### config.mk
export PLATFORM = sky130hd
export DESIGN_NAME = register_file
export DESIGN_NICKNAME = d
export VERILOG_FILES = /design/src/rtl/register_file_pkg.sv /design/src/rtl/register_file_reg_en.sv /design/src/rtl/register_file.sv
export SDC_FILE = /design/constraint.sdc
export NUM_CORES = 1
export LEC_CHECK = 0
export CAP_MARGIN = 20
export CORE_ASPECT_RATIO = 1.4
export CORE_UTILIZATION = 50
export DETAILED_ROUTE_END_ITERATION = 10
export PLACE_DENSITY = 0.8
export SLEW_MARGIN = 25
export SYNTH_ARGS = -nofsm -noshare
export SYNTH_HDL_FRONTEND = slang
export SYNTH_HIERARCHICAL = 1
export SYNTH_SLANG_ARGS = --single-unit
### constraint.sdc
create_clock -name vclk -period 1.13
set_clock_uncertainty 0.1 [all_clocks]
set_input_delay 0.113 -clock vclk [all_inputs]
set_output_delay 0.113 -clock vclk [all_outputs]
set_load 0.005 [all_outputs]
### src/rtl/register_file_pkg.sv
// Shared CPU datapath constants: register width and count used by the register
// file, datapath and ALU, plus the address-width helper.
package register_file_pkg;
   localparam int RF_WIDTH = 8;
   localparam int RF_DEPTH = 4;

   function automatic int rf_addr_width(input int depth);
      return (depth > 1) ? $clog2(depth) : 1;
   endfunction
endpackage

### src/rtl/register_file_reg_en.sv
// WIDTH-bit edge-triggered register with enable and asynchronous reset, built
// from a master latch (open while clk low) feeding a slave latch (open while clk high).
module reg_en
   import register_file_pkg::*;
#(
   parameter int WIDTH = RF_WIDTH
) (
   input  logic             clk,
   input  logic             rst,
   input  logic             en,
   input  logic [WIDTH-1:0] d,
   output logic [WIDTH-1:0] q
);

   logic             master_en;
   logic [WIDTH-1:0] master_d;

   // The master captures enable together with data, so whatever en/d look like
   // at the rising edge is what gets committed; glitches before that are harmless.
   always_latch begin
      if (rst) begin
         master_en <= 1'b0;
         master_d  <= '0;
      end else if (!clk) begin
         master_en <= en;
         master_d  <= d;
      end
   end

   always_latch begin
      if (rst) begin
         q <= '0;
      end else if (clk && master_en) begin
         q <= master_d;
      end
   end

endmodule

### src/rtl/register_file.sv
// Two-read, one-write register file; register 0 is hardwired to zero and
// reads are purely combinational.
module register_file
   import register_file_pkg::*;
#(
   parameter int WIDTH  = RF_WIDTH,
   parameter int DEPTH  = RF_DEPTH,
   parameter int ADDR_W = rf_addr_width(DEPTH)
) (
   input  logic              clk,
   input  logic              rst,
   input  logic              we,
   input  logic [ADDR_W-1:0] waddr,
   input  logic [WIDTH-1:0]  wdata,
   input  logic [ADDR_W-1:0] raddr_a,
   input  logic [ADDR_W-1:0] raddr_b,
   output logic [WIDTH-1:0]  rdata_a,
   output logic [WIDTH-1:0]  rdata_b
);

   logic [WIDTH-1:0] regs [DEPTH];
   logic [DEPTH-1:0] wr_sel;

   assign regs[0]   = '0;
   assign wr_sel[0] = 1'b0;

   genvar gi;
   generate
      for (gi = 1; gi < DEPTH; gi++) begin : g_reg
         assign wr_sel[gi] = we && (waddr == ADDR_W'(gi));

         reg_en #(.WIDTH(WIDTH)) u_reg (
            .clk (clk),
            .rst (rst),
            .en  (wr_sel[gi]),
            .d   (wdata),
            .q   (regs[gi])
         );
      end
   endgenerate

   // Addresses beyond DEPTH (non power-of-two sizes) read as zero.
   always_comb begin
      rdata_a = '0;
      rdata_b = '0;
      if (int'(raddr_a) < DEPTH) rdata_a = regs[raddr_a];
      if (int'(raddr_b) < DEPTH) rdata_b = regs[raddr_b];
   end

endmodule

Yosys cells after proc, flatten, opt, wreduce, memory -nomap -nowiden. Cells that the tools add are included.

Register bits after elaboration: 0. Bits in latches: 35.

Multiplexer cells: 30. Bitwise logic cells: 2. Reductions and logical operators: 6. Eq/ne operators: 3. Magnitude comparators: 2.

Operators with widths (number): $mux 8 (20); $bmux 8 s2 (2); $mux 1 (8); $ge 3x3->1 const B (2); $logic_and 1x1->1 (6); $not 2->3 (2); $eq 2x2->1 const B (2); $eq 2x1->1 const B (1).

Depth between registers and ports, before layout. Gate-level depths: netlist (run 1).

Depth after elaboration: 4. Depth in mapped cells: 4. Depth with buffers taken out: 3.

Hierarchy. The synthesis (run 1) kept the hierarchy.

Modules (own cells, without submodules): reg_en (sequential area each 0.0 µm², area an instance 394.1 µm², cells each 37, times used 3); register_file (sequential area each 0.0 µm², area an instance 404.1 µm², cells each 46, times used 1).

==> impl_metrics.json, run 1 <==
{
  "drive_gt1_share_pct": 23.2,
  "required_ns": 0.92,
  "crit_arrival_ns": 0.96,
  "hold_viol": 0,
  "synth_top_area_share_pct": 48.3,
  "max_freq_mhz": 852,
  "finalMaxSlewViolations": 0,
  "drc": 0,
  "place_inst": 227,
  "finalNetCount": 209,
  "gr-total-overflow": 0,
  "ys_ff_latch": 51,
  "timing.final.crit_share_pct": 104,
  "synthXorXnorAreaFrac_pct": 0,
  "fp-row-count": 23,
  "ys_types": 15,
  "startpoint_type": "input port",
  "yosysWarnings": 6,
  "ir_worst_vdd_mv": 0.195,
  "hold_path_class": "in -> out",
  "final_common_cell": "dlxtp_1",
  "grt_pass1_vias": 1149,
  "ios": 33,
  "layout_common_cells": "51 x dlxtp_1, 33 x nor2b_1, 18 x and2b_1, 15 x a22o_1, 15 x buf_2",
  "relSlewSlack_pct": 70.1,
  "antenna_found_initial": 0,
  "powerDensity_nw_per_um2": 246,
  "final_antenna_net_count": 0,
  "max_cap_violations": 0,
  "syn_avg_cell_area_um2": 10.1,
  "layout.cells.non_filler": 227,
  "synth_simple_gate_area_share_pct": 25.1,
  "grt_pass1_wl_um": 4950,
  "core_area_um2": 2940,
  "yosysTopAreaCell": "dlxtp_1",
  "first_iter_violations": 27,
  "die_area_um2": 3410,
  "ys_top_cells_by_area": "dlxtp_1 48%, nor2b_1 14%, and2b_1 8.5%",
  "dieWidth_um": 49.6,
  "via_per_inst": 5.11,
  "start_util_pct": 54.0,
  "wl_per_cell_um": 13.9,
  "hold_ws_ns": 0.672,
  "drtPass1Iterations": 4,
  "port_buffers": 33,
  "die_h_um": 68.7,
  "setup_slack_ns": -0.0439,
  "syn_nets": 174,
  "grt_max_degree": 58,
  "diodes": 0,
  "path_max_fanout": 5,
  "synth_edf_count": 0,
  "grt.total_usage_pct": 18.6,
  "total_leakage_power_uw": 0.00101,
  "cts_hold_buf": 0,
  "cp-startpoint": "raddr_a[1]",
  "syn_inst": 157,
  "synth-async-reset-ratio_pct": 0,
  "gp_congestion": 0.709,
  "unclocked_pins": 51,
  "num-fill-cells": 257,
  "setup_viol": 15,
  "worst_slew_pin_slew_ns": 0.448,
  "netlist_area_um2": 1590,
  "dpl.hpwl_um": 2410,
  "endpoint": "rdata_a[3]",
  "untimed_endpoints": 51,
  "cp-end-kind": "primary output",
  "finalCriticalPeriod_ns": 1.17,
  "status": "finished, violations left",
  "synth.area.mux_share_pct": 12.1,
  "synth_compound_area_share_pct": 9.70,
  "synth_flop_cell": "dlxtp_1",
  "synth_top_family_by_area": "simple AND/OR/NAND/NOR gates",
  "rsz0062_at_grt": "yes",
  "path_class": "in -> out",
  "route.vias.total": 1159,
  "violations": "negative setup slack",
  "routed_wl_um": 3150,
  "area_delta_synth_final_pct": 24.8,
  "synthAdderAreaFrac_pct": 0
}
[cells by family (layout without fill, tap and decap cells)]
group | Yosys count | after routing
muxes | 17 | 17
and+or+nand+nor | 62 | 62
AOI/OAI and AO/OA | 18 | 18
buffers and inverters | 9 | 42
latches | 51 | 51
[repair_timing]
item | in CTS | in global routing
resized for setup | 92 | 1
endpoints found under the setup margin | 16 | 16
gates cloned | 1 | 0
pin swaps | 2 | 1
buffers inserted | 1 | 0
[critical path, stage by stage]
cell and delay (ns):
buf_8 0.09, buf_16 0.11, mux2_2 0.32, a22o_1 0.18, buf_2 0.13
[registers in the layout, indices dropped and copies added, names as in the netlist]
register and cells:
g.u_reg/master_d 24, g.u_reg/master_en 3, g.u_reg/q 24
[cell type report]
cell class	instances	area, um2	share of cell area [%]
flip-flops and latches	51	766	38.7
multi-input cells	97	801	40.4
repair buffers	42	368	18.6
well taps	37	46.3	2.34
[layer usage]
metal  share of wire [%]  track usage, %  wire [um]  vias up
met2                  57            41.4       1790       29
met5                   0               0          0        -
met4                0.82            3.21         26        0
met1                  39            18.3       1240      541
met3                 3.0            1.32         94        2
li1                    -               -          -      587
[metrics by stage]
step / setup WS, ns / TNS [ns] / power [uW] / area [um2] / utilization (%)
after floorplan: 0.165 / 0 / 313 / 1590 / -
after global placement: -0.796 / -12.19 / 457 / 1970 / 67.0
after detailed placement: -0.841 / -12.43 / 472 / 1970 / 67.0
after CTS: -0.0416 / -0.277 / 488 / 1980 / 67.3
after global routing: -0.0630 / -0.631 / 520 / 1980 / 67.5
final: -0.0439 / -0.286 / 487 / 1980 / 67.5
[power breakdown]
| group | switching, uW | leakage (uW) | total (uW) | internal, uW |
|---|---|---|---|---|
| Combinational | 149 | 0.000624 | 343 | 194 |
| Sequential | 15.1 | 0.000382 | 143 | 128 |
| Clock | 0 | 0 | 0 | 0 |
[how the worst min path moves through the flow]
stage                            end  cells after the start  slack (ns)        from
after floorplan           rdata_a[5]                      3        0.37  raddr_a[1]
after global placement    rdata_a[5]                      5        1.29  raddr_a[1]
after detailed placement  rdata_a[5]                      4        1.29  raddr_a[0]
after CTS                 rdata_a[0]                      5        0.67  raddr_a[1]
after global routing      rdata_b[4]                      5        0.70  raddr_b[1]
final                     rdata_a[0]                      5        0.67  raddr_a[1]
[cells in the mapped netlist (3+ instances only)]
| master | instances |
|---|---|
| nor2b_1 | 35 |
| a21o_1 | 3 |
| nand2b_1 | 3 |
| buf_6 | 5 |
| buf_2 | 4 |
| nand2_1 | 3 |
| mux2_1 | 6 |
| a22o_1 | 15 |
| and2b_1 | 18 |
| mux2_2 | 8 |
| dlxtp_1 | 51 |
Power figures use the tool's default switching activity.
==> run 2: changes to the inputs <==
--- a/config.mk
+++ b/config.mk
@@ -7,9 +7,10 @@
 export LEC_CHECK = 0
 export CAP_MARGIN = 20
 export CORE_ASPECT_RATIO = 1.4
-export CORE_UTILIZATION = 50
+export CORE_UTILIZATION = 52
+export CTS_BUF_LIST = sky130_fd_sc_hd__clkbuf_8
 export DETAILED_ROUTE_END_ITERATION = 10
-export PLACE_DENSITY = 0.8
+export PLACE_DENSITY = 0.83
 export SLEW_MARGIN = 25
 export SYNTH_ARGS = -nofsm -noshare
 export SYNTH_HDL_FRONTEND = slang
==> run 2 against run 1 <==
The run still ends with negative setup slack left. Core utilization rose by 1.3 points. First-iteration DRC count down 30%. Fmax grew 0.31%. Sequential cell count did not move. Die area shrank 3.7%. Sequential power hardly changed. Hold slack got worse by 0.013 ns. Setup slack better by 0.0036 ns. Design area decreased by 0.13%. Combinational power fell by 2%. Total power down 1.2%.
==> impl_metrics.json, run 2 (synthesized netlist as in run 1, its figures left out) <==
{
  "status": "finished, violations left",
  "violations": "negative setup slack",
  "setup_slack_ns": -0.0403,
  "die_area_um2": 3280,
  "route.vias.total": 1139,
  "fp-row-count": 23,
  "diodes": 0,
  "drive_gt1_share_pct": 23.2,
  "crit_top_cell": "buf_8",
  "untimed_endpoints": 51,
  "path_cells": "buf_8 > buf_8 > mux2_4 > a22o_1 > buf_2",
  "crit_slowest_cell": "mux2_4",
  "area_delta_synth_final_pct": 24.7,
  "routed_wl_um": 3010,
  "hold_path_class": "in -> out",
  "dpl.hpwl_um": 2410,
  "finalMaxSlewViolations": 0,
  "layout.cells.non_filler": 227,
  "final_antenna_net_count": 0,
  "crit_family": "buffers and inverters",
  "powerDensity_nw_per_um2": 243,
  "max_cap_violations": 0,
  "dpl_cell_area_um2": 1960,
  "crit_arrival_ns": 0.96,
  "port_buffers": 33,
  "required_ns": 0.92,
  "final_common_cell": "dlxtp_1",
  "path_max_fanout": 5,
  "finalNetCount": 209,
  "drc": 0,
  "total_leakage_power_uw": 0.00101,
  "fin_area_um2": 1980,
  "top_regs": "g.u_reg/master_d: 24 flops, g.u_reg/q: 24 flops, g.u_reg/master_en: 3 flops",
  "setup_viol": 14,
  "grt_pass1_vias": 1125,
  "grt.total_usage_pct": 18.9,
  "dieWidth_um": 48.7,
  "path_class": "in -> out",
  "critPathBufInv": 3,
  "antenna_found_initial": 0,
  "max_stage_delay_ns": 0.29,
  "hold_end": "rdata_b[7]",
  "grt_max_degree": 58,
  "startpoint_type": "input port",
  "die_h_um": 67.4,
  "place_ws_ns": -0.812,
  "first_iter_violations": 19,
  "gr-total-overflow": 0,
  "place_inst": 228,
  "hold_depth": 5,
  "total_power_uw": 481,
  "unclocked_pins": 51,
  "cts_hold_buf": 0,
  "hold_ws_ns": 0.658,
  "timing.final.crit_share_pct": 104,
  "via_per_inst": 5.02,
  "layout_common_cells": "51 x dlxtp_1, 33 x nor2b_1, 18 x and2b_1, 16 x buf_2",
  "gp_congestion": 0.750,
  "grt_pass1_wl_um": 5000,
  "min_from": "raddr_b[1]",
  "finalCriticalPeriod_ns": 1.17,
  "rsz0062_at_grt": "yes",
  "max_freq_mhz": 854,
  "start_util_pct": 55.1,
  "num-fill-cells": 216,
  "core_area_um2": 2880,
  "drtPass1Iterations": 4,
  "relSlewSlack_pct": 71.3,
  "wl_per_cell_um": 13.3,
  "hold_viol": 0,
  "ios": 33,
  "ir_worst_vdd_mv": 0.172,
  "cp-end-kind": "primary output",
  "worst_slew_pin_slew_ns": 0.430
}
run 2: repair_timing:
item / CTS / global route
pin swaps: 4 / 2
gates resized for setup: 102 / 5
setup buffers: 0 / 0
cloned: 1 / 0
setup endpoints to repair: 16 / 15
run 2: worst max-delay path by stage:
stage	from	end	slack, ns	depth (start not counted)
final	raddr_a[1]	rdata_a[4]	-0.04	5
after global routing	raddr_a[1]	rdata_a[4]	-0.06	5
after CTS	raddr_a[1]	rdata_a[7]	-0.04	5
after detailed placement	raddr_a[1]	rdata_a[2]	-0.81	5
after global placement	raddr_b[1]	rdata_b[3]	-0.78	5
after floorplan	raddr_a[1]	rdata_a[4]	0.17	3
run 2: area by class of cell:
| class | count | area, um2 | area share, % |
|---|---|---|---|
| sequential | 51 | 766 | 38.7 |
| multi-input combinational | 97 | 812 | 41.0 |
| tap | 37 | 46.3 | 2.34 |
| timing repair buffer | 42 | 354 | 17.9 |
run 2: through the flow:
stage | setup TNS, ns | util, %
2_1_floorplan | 0 | -
3_3_place_gp | -12.20 | 68.2
3_5_place_dp | -12.58 | 68.2
4_1_cts | -0.204 | 68.1
5_1_grt | -0.505 | 68.7
6_report | -0.203 | 68.7
run 2: where the power goes:
part           total [uW]  leakage [uW]  internal, uW  switching [uW]
sequential            145      0.000382           128            16.4
combinational         336      0.000625           192             144
clock                   0             0             0               0
run 2: per-layer routing:
layer  vias up  global-route usage [%]  wire [um]
met2        27                    43.1       1730
met4         0                       0          0
li1        587                       -          -
met1       525                    19.7       1200
met5         -                       0          0
met3         0                   0.225         73
==> run 3: changes to the inputs <==
--- a/config.mk
+++ b/config.mk
@@ -16,3 +16,4 @@
 export SYNTH_HDL_FRONTEND = slang
 export SYNTH_HIERARCHICAL = 1
 export SYNTH_SLANG_ARGS = --single-unit
+export TNS_END_PERCENT = 20
==> run 3 against run 2 <==
The flow still finishes with violations (negative setup slack). Design area is 0.57% higher. Global-route usage is 0.097 points lower. Critical path depth stayed put. Total power is 1.1% higher. Combinational power is 2% higher. Die area stayed put. Setup slack hardly changed. Sequential share of layout area is 0.22 points lower.
==> impl_metrics.json, run 3 (synthesized netlist as in run 1, its figures left out) <==
{
  "finalNetCount": 211,
  "drtPass1Iterations": 4,
  "relSlewSlack_pct": 71.4,
  "diodes": 0,
  "violations": "negative setup slack",
  "timing.final.crit_share_pct": 104,
  "status": "finished, violations left",
  "gr-total-overflow": 0,
  "layout_common_cells": "51 x dlxtp_1, 33 x nor2b_1, 18 x and2b_1, 15 x a22o_1, 14 x buf_2",
  "max_cap_violations": 0,
  "path_class": "in -> out",
  "final_antenna_net_count": 0,
  "worst_slew_pin_slew_ns": 0.429,
  "untimed_endpoints": 51,
  "ir_worst_vdd_mv": 0.172,
  "cp-end-kind": "primary output",
  "setup_slack_ns": -0.0405,
  "area_delta_synth_final_pct": 25.4,
  "required_ns": 0.92,
  "powerDensity_nw_per_um2": 244,
  "finalMaxSlewViolations": 0,
  "antenna_found_initial": 0,
  "setup_viol": 13,
  "die_h_um": 67.4,
  "final_common_cell": "dlxtp_1",
  "fp-row-count": 23,
  "gp_congestion": 0.750,
  "total_leakage_power_uw": 0.00101,
  "hold_path_class": "in -> out",
  "startpoint_type": "input port",
  "core_area_um2": 2880,
  "dieWidth_um": 48.7,
  "hold_viol": 0,
  "hold_depth": 5,
  "drive_gt1_share_pct": 23.4,
  "port_buffers": 33,
  "crit_arrival_ns": 0.96,
  "first_iter_violations": 17,
  "wl_per_cell_um": 13.3,
  "finalCriticalPeriod_ns": 1.17,
  "grt_pass1_vias": 1115,
  "drc": 0,
  "die_area_um2": 3280,
  "grt.total_usage_pct": 18.8,
  "cts_hold_buf": 0,
  "grt_max_degree": 58,
  "route.vias.total": 1157,
  "ios": 33,
  "place_ws_ns": -0.812,
  "routed_wl_um": 3050,
  "dpl.hpwl_um": 2410,
  "top_regs": "g.u_reg/master_d: 24 flops, g.u_reg/q: 24 flops, g.u_reg/master_en: 3 flops",
  "path_max_fanout": 5,
  "grt_pass1_wl_um": 4940,
  "start_util_pct": 55.1,
  "max_freq_mhz": 854,
  "layout.cells.non_filler": 229,
  "via_per_inst": 5.05,
  "unclocked_pins": 51,
  "rsz0062_at_grt": "yes",
  "place_inst": 228
}
==> run 3: cell count changes in the layout (fill, tap and decap cells not counted) <==
cell,delta
mux2_2,+2
clkbuf_2,+2
mux2_1,+1
buf_6,+2
buf_2,-2
mux2_4,-3
==> run 3: worst paths after layout <==
kind	startpoint	endpoint	slack, ns
hold / removal	raddr_b[1]	rdata_b[7]	0.66
setup / recovery	raddr_a[1]	rdata_a[4]	-0.04
==> run 3: final cells by class <==
class	count	area (um2)
multi-input combinational	97	801
tap	37	46.3
sequential	51	766
timing repair buffer	44	377
fill	218	888
==> run 3: per-layer routing <==
metal / share of wire [%] / routed length, um / vias up / track usage, %
li1: - / - / 590 / -
met1: 39 / 1200 / 537 / 19.0
met2: 58 / 1780 / 30 / 43.2
met3: 2.1 / 65 / 0 / 0.225
met4: 0 / 0 / 0 / 0.735
met5: 0 / 0 / - / 0
==> run 3: what timing repair did <==
action | 4_1_cts | 5_1_grt
buffers inserted | 0 | 2
cloned | 1 | 0
gates resized for setup | 97 | 7
pin swaps | 4 | 6
endpoints found under the setup margin | 16 | 15
==> run 3: critical path: stages <==
cell and delay [ns]:
buf_8 0.10, buf_8 0.13, mux2_4 0.29, a22o_1 0.20, buf_2 0.12
==> run 3: per-stage QoR <==
stage / hold slack, ns / total power [uW] / setup TNS, ns / util, % / instance area [um2]
after floorplan: 0.366 / 313 / 0 / - / 1590
after global placement: 1.28 / 450 / -12.20 / 68.2 / 1960
after detailed placement: 1.29 / 465 / -12.58 / 68.2 / 1960
after CTS: 0.652 / 476 / -0.338 / 68.3 / 1970
after global routing: 0.690 / 521 / -0.604 / 69.1 / 1990
final: 0.659 / 486 / -0.234 / 69.1 / 1990
==> run 3: where the power goes <==
part / total (uW) / switching [uW] / leakage [uW] / internal (uW)
Combinational: 342 / 146 / 0.000628 / 196
Clock: 0 / 0 / 0 / 0
Sequential: 145 / 16.3 / 0.000382 / 128
